[config.mk]
export PLATFORM = sky130hd
export DESIGN_NAME = axi_llc_r_refill
export DESIGN_NICKNAME = d
export VERILOG_FILES = /design/src/rtl/axi_llc_pkg.sv /design/src/rtl/axi_llc_sync_fifo.sv /design/src/rtl/axi_llc_r_refill.sv
export SDC_FILE = /design/constraint.sdc
export NUM_CORES = 1
export LEC_CHECK = 0
export ABC_CLOCK_PERIOD_IN_PS = 11200
export BUFFER_PORTS_ARGS = -buffer_cell sky130_fd_sc_hd__buf_2
export CAP_MARGIN = 10
export CORE_MARGIN = 10
export CORE_UTILIZATION = 53
export DETAILED_ROUTE_END_ITERATION = 7
export PLACE_DENSITY = 0.76
export SLEW_MARGIN = 20
export SYNTH_ARGS = -nofsm -noshare
export SYNTH_HDL_FRONTEND = slang
export SYNTH_HIERARCHICAL = 1
export SYNTH_SLANG_ARGS = --single-unit
export TNS_END_PERCENT = 50
[constraint.sdc]
create_clock -name clk_i -period 11.2 [get_ports clk_i]
set_clock_uncertainty 0.05 [all_clocks]
set_input_delay 2.24 -clock clk_i [delete_from_list [all_inputs] [get_ports clk_i]]
set_output_delay 2.24 -clock clk_i [all_outputs]
set_load 0.02 [all_outputs]
[src/rtl/axi_llc_pkg.sv]
// Shared LLC types: static configuration, AXI widths, cache-unit tags
// and default payload types for standalone elaboration of the refill path.
package axi_llc_pkg;

    typedef struct packed {
        int unsigned NumWays;
        int unsigned NumBlocks;
        int unsigned BlockOffsetLength;
        int unsigned ByteOffsetLength;
        int unsigned IndexLength;
    } llc_cfg_t;

    typedef struct packed {
        int unsigned AddrWidthFull;
        int unsigned DataWidthFull;
    } llc_axi_cfg_t;

    typedef enum logic [1:0] {
        EvictUnit = 2'd0,
        RefilUnit = 2'd1,
        RwUnit    = 2'd2
    } cache_unit_e;

    localparam llc_cfg_t DefaultCfg = '{
        NumWays:           4,
        NumBlocks:         8,
        BlockOffsetLength: 3,
        ByteOffsetLength:  3,
        IndexLength:       8
    };

    localparam llc_axi_cfg_t DefaultAxiCfg = '{
        AddrWidthFull: 32,
        DataWidthFull: 64
    };

    typedef struct packed {
        logic        refill;
        logic [3:0]  way_ind;
        logic [31:0] a_x_addr;
    } llc_desc_t;

    typedef struct packed {
        cache_unit_e cache_unit;
        logic [3:0]  way_ind;
        logic [7:0]  line_addr;
        logic [2:0]  blk_offset;
        logic        we;
        logic [63:0] data;
        logic [7:0]  strb;
    } llc_way_inp_t;

    typedef struct packed {
        logic [3:0]  id;
        logic [63:0] data;
        logic [1:0]  resp;
        logic        last;
    } llc_r_chan_t;

endpackage

[src/rtl/axi_llc_sync_fifo.sv]
// Fall-through synchronous FIFO: a push into an empty FIFO is visible
// on data_o in the same cycle and may be popped straight through.
module axi_llc_sync_fifo #(
    parameter int unsigned DEPTH = 8,
    parameter type         dtype = logic
) (
    input  logic clk_i,
    input  logic rst_ni,
    input  logic push_i,
    input  dtype data_i,
    output logic full_o,
    input  logic pop_i,
    output dtype data_o,
    output logic empty_o
);

    localparam int unsigned AW = (DEPTH > 1) ? $clog2(DEPTH) : 1;
    localparam int unsigned CW = $clog2(DEPTH + 1);

    typedef logic [AW-1:0] ptr_t;

    dtype           mem_q [DEPTH];
    ptr_t           wptr_q;
    ptr_t           rptr_q;
    logic [CW-1:0]  usage_q;
    logic           stored_empty;
    logic           bypass;
    logic           do_write;
    logic           do_read;

    function automatic ptr_t nxt(input ptr_t p);
        return (p == ptr_t'(DEPTH - 1)) ? '0 : p + ptr_t'(1);
    endfunction

    assign stored_empty = (usage_q == '0);
    assign full_o       = (usage_q == CW'(DEPTH));
    assign empty_o      = stored_empty & ~push_i;
    assign data_o       = stored_empty ? data_i : mem_q[rptr_q];
    assign bypass       = stored_empty & push_i & pop_i;
    assign do_write     = push_i & ~bypass;
    assign do_read      = pop_i & ~stored_empty;

    // Storage array; contents need no reset since usage gates reads.
    always_ff @(posedge clk_i) begin
        if (do_write) begin
            mem_q[wptr_q] <= data_i;
        end
    end

    // Pointers and occupancy.
    always_ff @(posedge clk_i) begin
        if (!rst_ni) begin
            wptr_q  <= '0;
            rptr_q  <= '0;
            usage_q <= '0;
        end else begin
            if (do_write) begin
                wptr_q <= nxt(wptr_q);
            end
            if (do_read) begin
                rptr_q <= nxt(rptr_q);
            end
            usage_q <= usage_q + CW'(do_write) - CW'(do_read);
        end
    end

endmodule

[src/rtl/axi_llc_r_refill.sv]
// Refill R path: collects one cache line of R beats for a refill
// descriptor, writes it block-wise into the data ways, then forwards it.
module axi_llc_r_refill
    import axi_llc_pkg::*;
#(
    parameter llc_cfg_t     Cfg       = DefaultCfg,
    parameter llc_axi_cfg_t AxiCfg    = DefaultAxiCfg,
    parameter type          desc_t    = llc_desc_t,
    parameter type          way_inp_t = llc_way_inp_t,
    parameter type          r_chan_t  = llc_r_chan_t
) (
    input  logic     clk_i,
    input  logic     rst_ni,
    input  desc_t    desc_i,
    input  logic     desc_valid_i,
    output logic     desc_ready_o,
    output desc_t    desc_o,
    output logic     desc_valid_o,
    input  logic     desc_ready_i,
    input  r_chan_t  r_chan_mst_i,
    input  logic     r_chan_valid_i,
    output logic     r_chan_ready_o,
    output way_inp_t way_inp_o,
    output logic     way_inp_valid_o,
    input  logic     way_inp_ready_i,
    output logic     resp_err_o,
    output logic     last_err_o
);

    localparam int unsigned NumBlocks = Cfg.NumBlocks;
    localparam int unsigned LineLsb   = Cfg.ByteOffsetLength + Cfg.BlockOffsetLength;

    typedef logic [Cfg.BlockOffsetLength-1:0] offset_t;
    typedef logic [AxiCfg.DataWidthFull-1:0]  data_t;

    localparam offset_t LastBlk = offset_t'(NumBlocks - 1);

    desc_t   desc_q;
    logic    busy_q;
    logic    send_q;
    offset_t r_cnt_q;
    offset_t w_cnt_q;
    logic    r_done_q;
    logic    resp_err_q;
    logic    last_err_q;

    logic    s_refill;
    logic    s_send;
    logic    s_idle;
    logic    r_hs;
    logic    w_hs;
    logic    load;
    logic    fifo_full;
    logic    fifo_empty;
    data_t   fifo_data;
    logic    unused_bits;

    // The flag pair 11 is never entered; it decodes as idle.
    assign s_refill = busy_q & ~send_q;
    assign s_send   = send_q & ~busy_q;
    assign s_idle   = ~(s_refill | s_send);

    assign desc_ready_o    = s_idle | (s_send & desc_ready_i);
    assign desc_valid_o    = s_send;
    assign desc_o          = desc_q;
    assign r_chan_ready_o  = s_refill & ~fifo_full & ~r_done_q;
    assign way_inp_valid_o = s_refill & ~fifo_empty;
    assign resp_err_o      = resp_err_q;
    assign last_err_o      = last_err_q;

    assign load = desc_valid_i & desc_ready_o;
    assign r_hs = r_chan_valid_i & r_chan_ready_o;
    assign w_hs = way_inp_valid_o & way_inp_ready_i;

    assign unused_bits = ^{r_chan_mst_i, desc_q};

    axi_llc_sync_fifo #(
        .DEPTH (NumBlocks),
        .dtype (data_t)
    ) i_fifo (
        .clk_i   (clk_i),
        .rst_ni  (rst_ni),
        .push_i  (r_hs),
        .data_i  (r_chan_mst_i.data),
        .full_o  (fifo_full),
        .pop_i   (w_hs),
        .data_o  (fifo_data),
        .empty_o (fifo_empty)
    );

    // Data way write request built from the held descriptor and FIFO head.
    always_comb begin
        way_inp_o            = '0;
        way_inp_o.cache_unit = RefilUnit;
        way_inp_o.way_ind    = desc_q.way_ind;
        way_inp_o.line_addr  = desc_q.a_x_addr[LineLsb +: Cfg.IndexLength];
        way_inp_o.blk_offset = w_cnt_q;
        way_inp_o.we         = 1'b1;
        way_inp_o.data       = fifo_data;
        way_inp_o.strb       = '1;
    end

    // Control flags, beat/block counters and registered error pulses.
    always_ff @(posedge clk_i) begin
        if (!rst_ni) begin
            desc_q     <= '0;
            busy_q     <= 1'b0;
            send_q     <= 1'b0;
            r_cnt_q    <= '0;
            w_cnt_q    <= '0;
            r_done_q   <= 1'b0;
            resp_err_q <= 1'b0;
            last_err_q <= 1'b0;
        end else begin
            resp_err_q <= r_hs & r_chan_mst_i.resp[1];
            last_err_q <= r_hs & (r_chan_mst_i.last != (r_cnt_q == LastBlk));
            if (r_hs) begin
                r_cnt_q <= r_cnt_q + offset_t'(1);
                if (r_cnt_q == LastBlk) begin
                    r_done_q <= 1'b1;
                end
            end
            if (w_hs) begin
                w_cnt_q <= w_cnt_q + offset_t'(1);
                if (w_cnt_q == LastBlk) begin
                    busy_q <= 1'b0;
                    send_q <= 1'b1;
                end
            end
            if (s_send && desc_ready_i) begin
                send_q <= 1'b0;
            end
            if (load) begin
                desc_q <= desc_i;
                if (desc_i.refill) begin
                    busy_q   <= 1'b1;
                    send_q   <= 1'b0;
                    r_cnt_q  <= '0;
                    w_cnt_q  <= '0;
                    r_done_q <= 1'b0;
                end else begin
                    busy_q <= 1'b0;
                    send_q <= 1'b1;
                end
            end
        end
    end

endmodule

==> impl_metrics.ini <==
[floorplanning]
die_w_um = 229.6
die_y_um = 229.6
ioPinCount = 247
initial_core_util = 0.5383
rows = 76
coreArea_um2 = 43270
dieArea_um2 = 52730

[worst_setup_path]
endpoint_kind = output port
regToRegStartpoint = i_fifo/usage_q[2]$_SDFF_PN0_
rrSetupSlack_ns = 6.73
r2r_cells = 10
worstSetupStartpointType = flop
rr_endpoint = i_fifo/mem_q[2][26]$_DFFE_PP_
crit_fanout = 128
critical_path_arrival_ns = 3.50
critPathKind = reg -> out
worstPathRequired_ns = 8.91

[routing]
drc = 0
dr.first_iter.drc_count = 1073
first_pass_iters = 5
routed_wl_um = 49880
wl_per_cell_um = 21.38
via_count = 13064
vias_per_cell = 5.600
ant_nets = 0

[grt]
grt_overflow = 0
busiest_layer = met2
grt_util_met1 = 0.2270
grt_pass1_wl_um = 76160
use_met2 = 0.3144
grtUsageMet3 = 0.05352
antenna_found_initial = 7
first_global_vias = 13450
grt_use_total = 0.1846
grt_start_max_net_pins = 129

[placed_design]
io_buffer_count = 230
dp_hpwl_um = 27300
dp_slack_ns = 5.670
place.gp.congestion = 0.7855

[clock_network]
post_cts_buffers = 0
clock_latency_ns = 0.60
cts-buffers-inserted = 56
hold_buffers = 0
cts_root_buffer = clkbuf_16
clkTransAtPathRegs_ns = 0.06
clock_sinks = 573
post_cts_resize_count = 0
tritoncts = built
htree_num_levels = 2
clk_path_buf_depth = 3

[sta]
fin_crit_sh = 0.5170
worst_slack_ns = 5.410
timing.final.hold_violations = 0
max_slew.worst_pin.slew_ns = 1.097
slew_viol_final = 0
fin_tns_setup_ns = 0
setup_viol = 0
clock.fmax_ghz = 0.1727
slew_headroom = 0.2685
fin_crit_ns = 5.790
rsz0062_at_grt = false

[power_and_ir_drop]
ir_drop_v = 0.0001283
powerDensity_nw_per_um2 = 171.1
p_leak_uw = 0.009040

[yosys]
async_flop_share = 0
synth_warnings = 6
synth_enable_flop_cells = 512
yosysTopAreaCell = edfxtp_1
synth_top_area_frac = 0.6601
synth_cell_types = 54
synth_area_leaders = edfxtp_1, mux2i_1, dfxtp_1, a22oi_1, nand2_1
synth_commonest_cells = edfxtp_1, mux2i_1, nand2_1
ys_ff_latch = 573
ys_seq_area_frac = 0.7126
synthFlopType = edfxtp_1
synthesis.area_um2 = 23290
synth_cells = 1485
yosysMostFrequentCell = edfxtp_1
syn_area_per_cell_um2 = 15.68

[status]
outcome = finished, final reports clean

[cells_and_area]
syn_to_final_growth_pct = 13.31
fin_nets = 1829
drive_gt1_frac = 0.2048
nFillCells = 3161

[hold_path]
worstHoldPathType = reg -> reg
whs_endpoint = desc_o[3]$_SDFFE_PN0P_
hold_start = desc_o[3]$_SDFFE_PN0P_
hold_depth = 2

[run]
maxCapViolations = 0
[cells in the final DEF (no fill, tap or decap), drive strengths merged, types with 2 or more instances in the layout]
cell	Yosys	final
clkinvlp	0	4
nand3	67	67
or3	4	4
and2	5	5
edfxtp	512	512
dfxtp	61	61
xnor2	2	2
nor4	2	2
xor2	2	2
a21boi	8	8
a22oi	128	128
inv	12	16
nor2b	3	3
clkbuf	25	68
clkinv	0	20
a21oi	5	5
nor3b	5	5
buf	84	257
nor2	10	10
bufinv	0	5
nor4b	2	2
ha	14	14
nand2	212	212
nor3	3	3
conb	2	11
o21ai	3	3
mux2i	296	296
diode	0	5
nand4b	2	2
[sequential cells by signal, indices dropped and copies added, names as in the netlist, named ones only]
register	cells
i_fifo/rptr_q	3
desc_o	37
r_done_q	1
i_fifo/usage_q	4
last_err_o	1
resp_err_o	1
i_fifo/mem_q	512
i_fifo/wptr_q	3
send_q	1
r_cnt_q	3
busy_q	1
w_cnt_q	3
[layer usage]
metal	up-vias	wire length [um]
met5	-	19
met4	4	705
met3	61	3996
met2	423	24940
met1	6525	20220
li1	6051	-
[worst max-delay path, stage by stage (launching register included)]
cell     delay [ns]
dfxtp_4        1.04
buf_12         0.64
mux2i_1        0.21
a22oi_1        0.23
nand3_1        0.16
nand2_1        0.15
buf_2          0.17
[worst max path at each step]
stage / from / slack, ns / to
2_1_floorplan: r_chan_valid_i / 0.56 / i_fifo/mem_q[4][0]$_DFFE_PP_
3_3_place_gp: r_chan_valid_i / 5.72 / way_inp_valid_o
3_5_place_dp: r_chan_valid_i / 5.67 / i_fifo/mem_q[2][26]$_DFFE_PP_
4_1_cts: flop / 5.22 / way_inp_o[35]
5_1_grt: flop / 5.20 / way_inp_o[58]
6_report: flop / 5.41 / way_inp_o[58]
[through the flow]
stage	total power, uW	utilization	hold WS [ns]	cell area (um2)	std cells
5_1_grt	4670	0.6099	0.4227	26390	2332
3_5_place_dp	2756	0.5686	0.3941	24600	2227
6_report	4514	0.6099	0.4059	26390	2333
4_1_cts	4556	0.6096	0.4091	26370	2328
3_3_place_gp	2748	0.5686	0.3892	24600	2227
2_1_floorplan	2617	-	0.3796	23320	1494
[layout make-up]
class,instances,area [um2],area share
clock inverter,33,327.8,0.01242
clock buffer,68,1446,0.05481
inverter,12,45.04,0.001707
multi-input combinational,800,5857,0.2219
timing repair buffer,257,1370,0.05192
sequential,573,16600,0.6290
antenna,5,12.51,0.0004741
tap,585,732.0,0.02774
[where the power goes]
group | switching [uW] | internal [uW] | leakage [uW] | total (uW)
Combinational | 247 | 102 | 0.00308 | 348
Clock | 769 | 1040 | 0.000859 | 1810
Sequential | 11.7 | 2350 | 0.00511 | 2360
Total | 1030 | 3490 | 0.00904 | 4510
[cell families after synthesis]
logic type	share of synthesized area
simple gates	0.06146
compound gates	0.04776
other cells	0.0003225
buf+inv	0.04078
xor+xnor	0.001505
mux	0.1272
fa+ha+maj	0.008381
flops	0.7126
(Power assumes the default switching activity.)
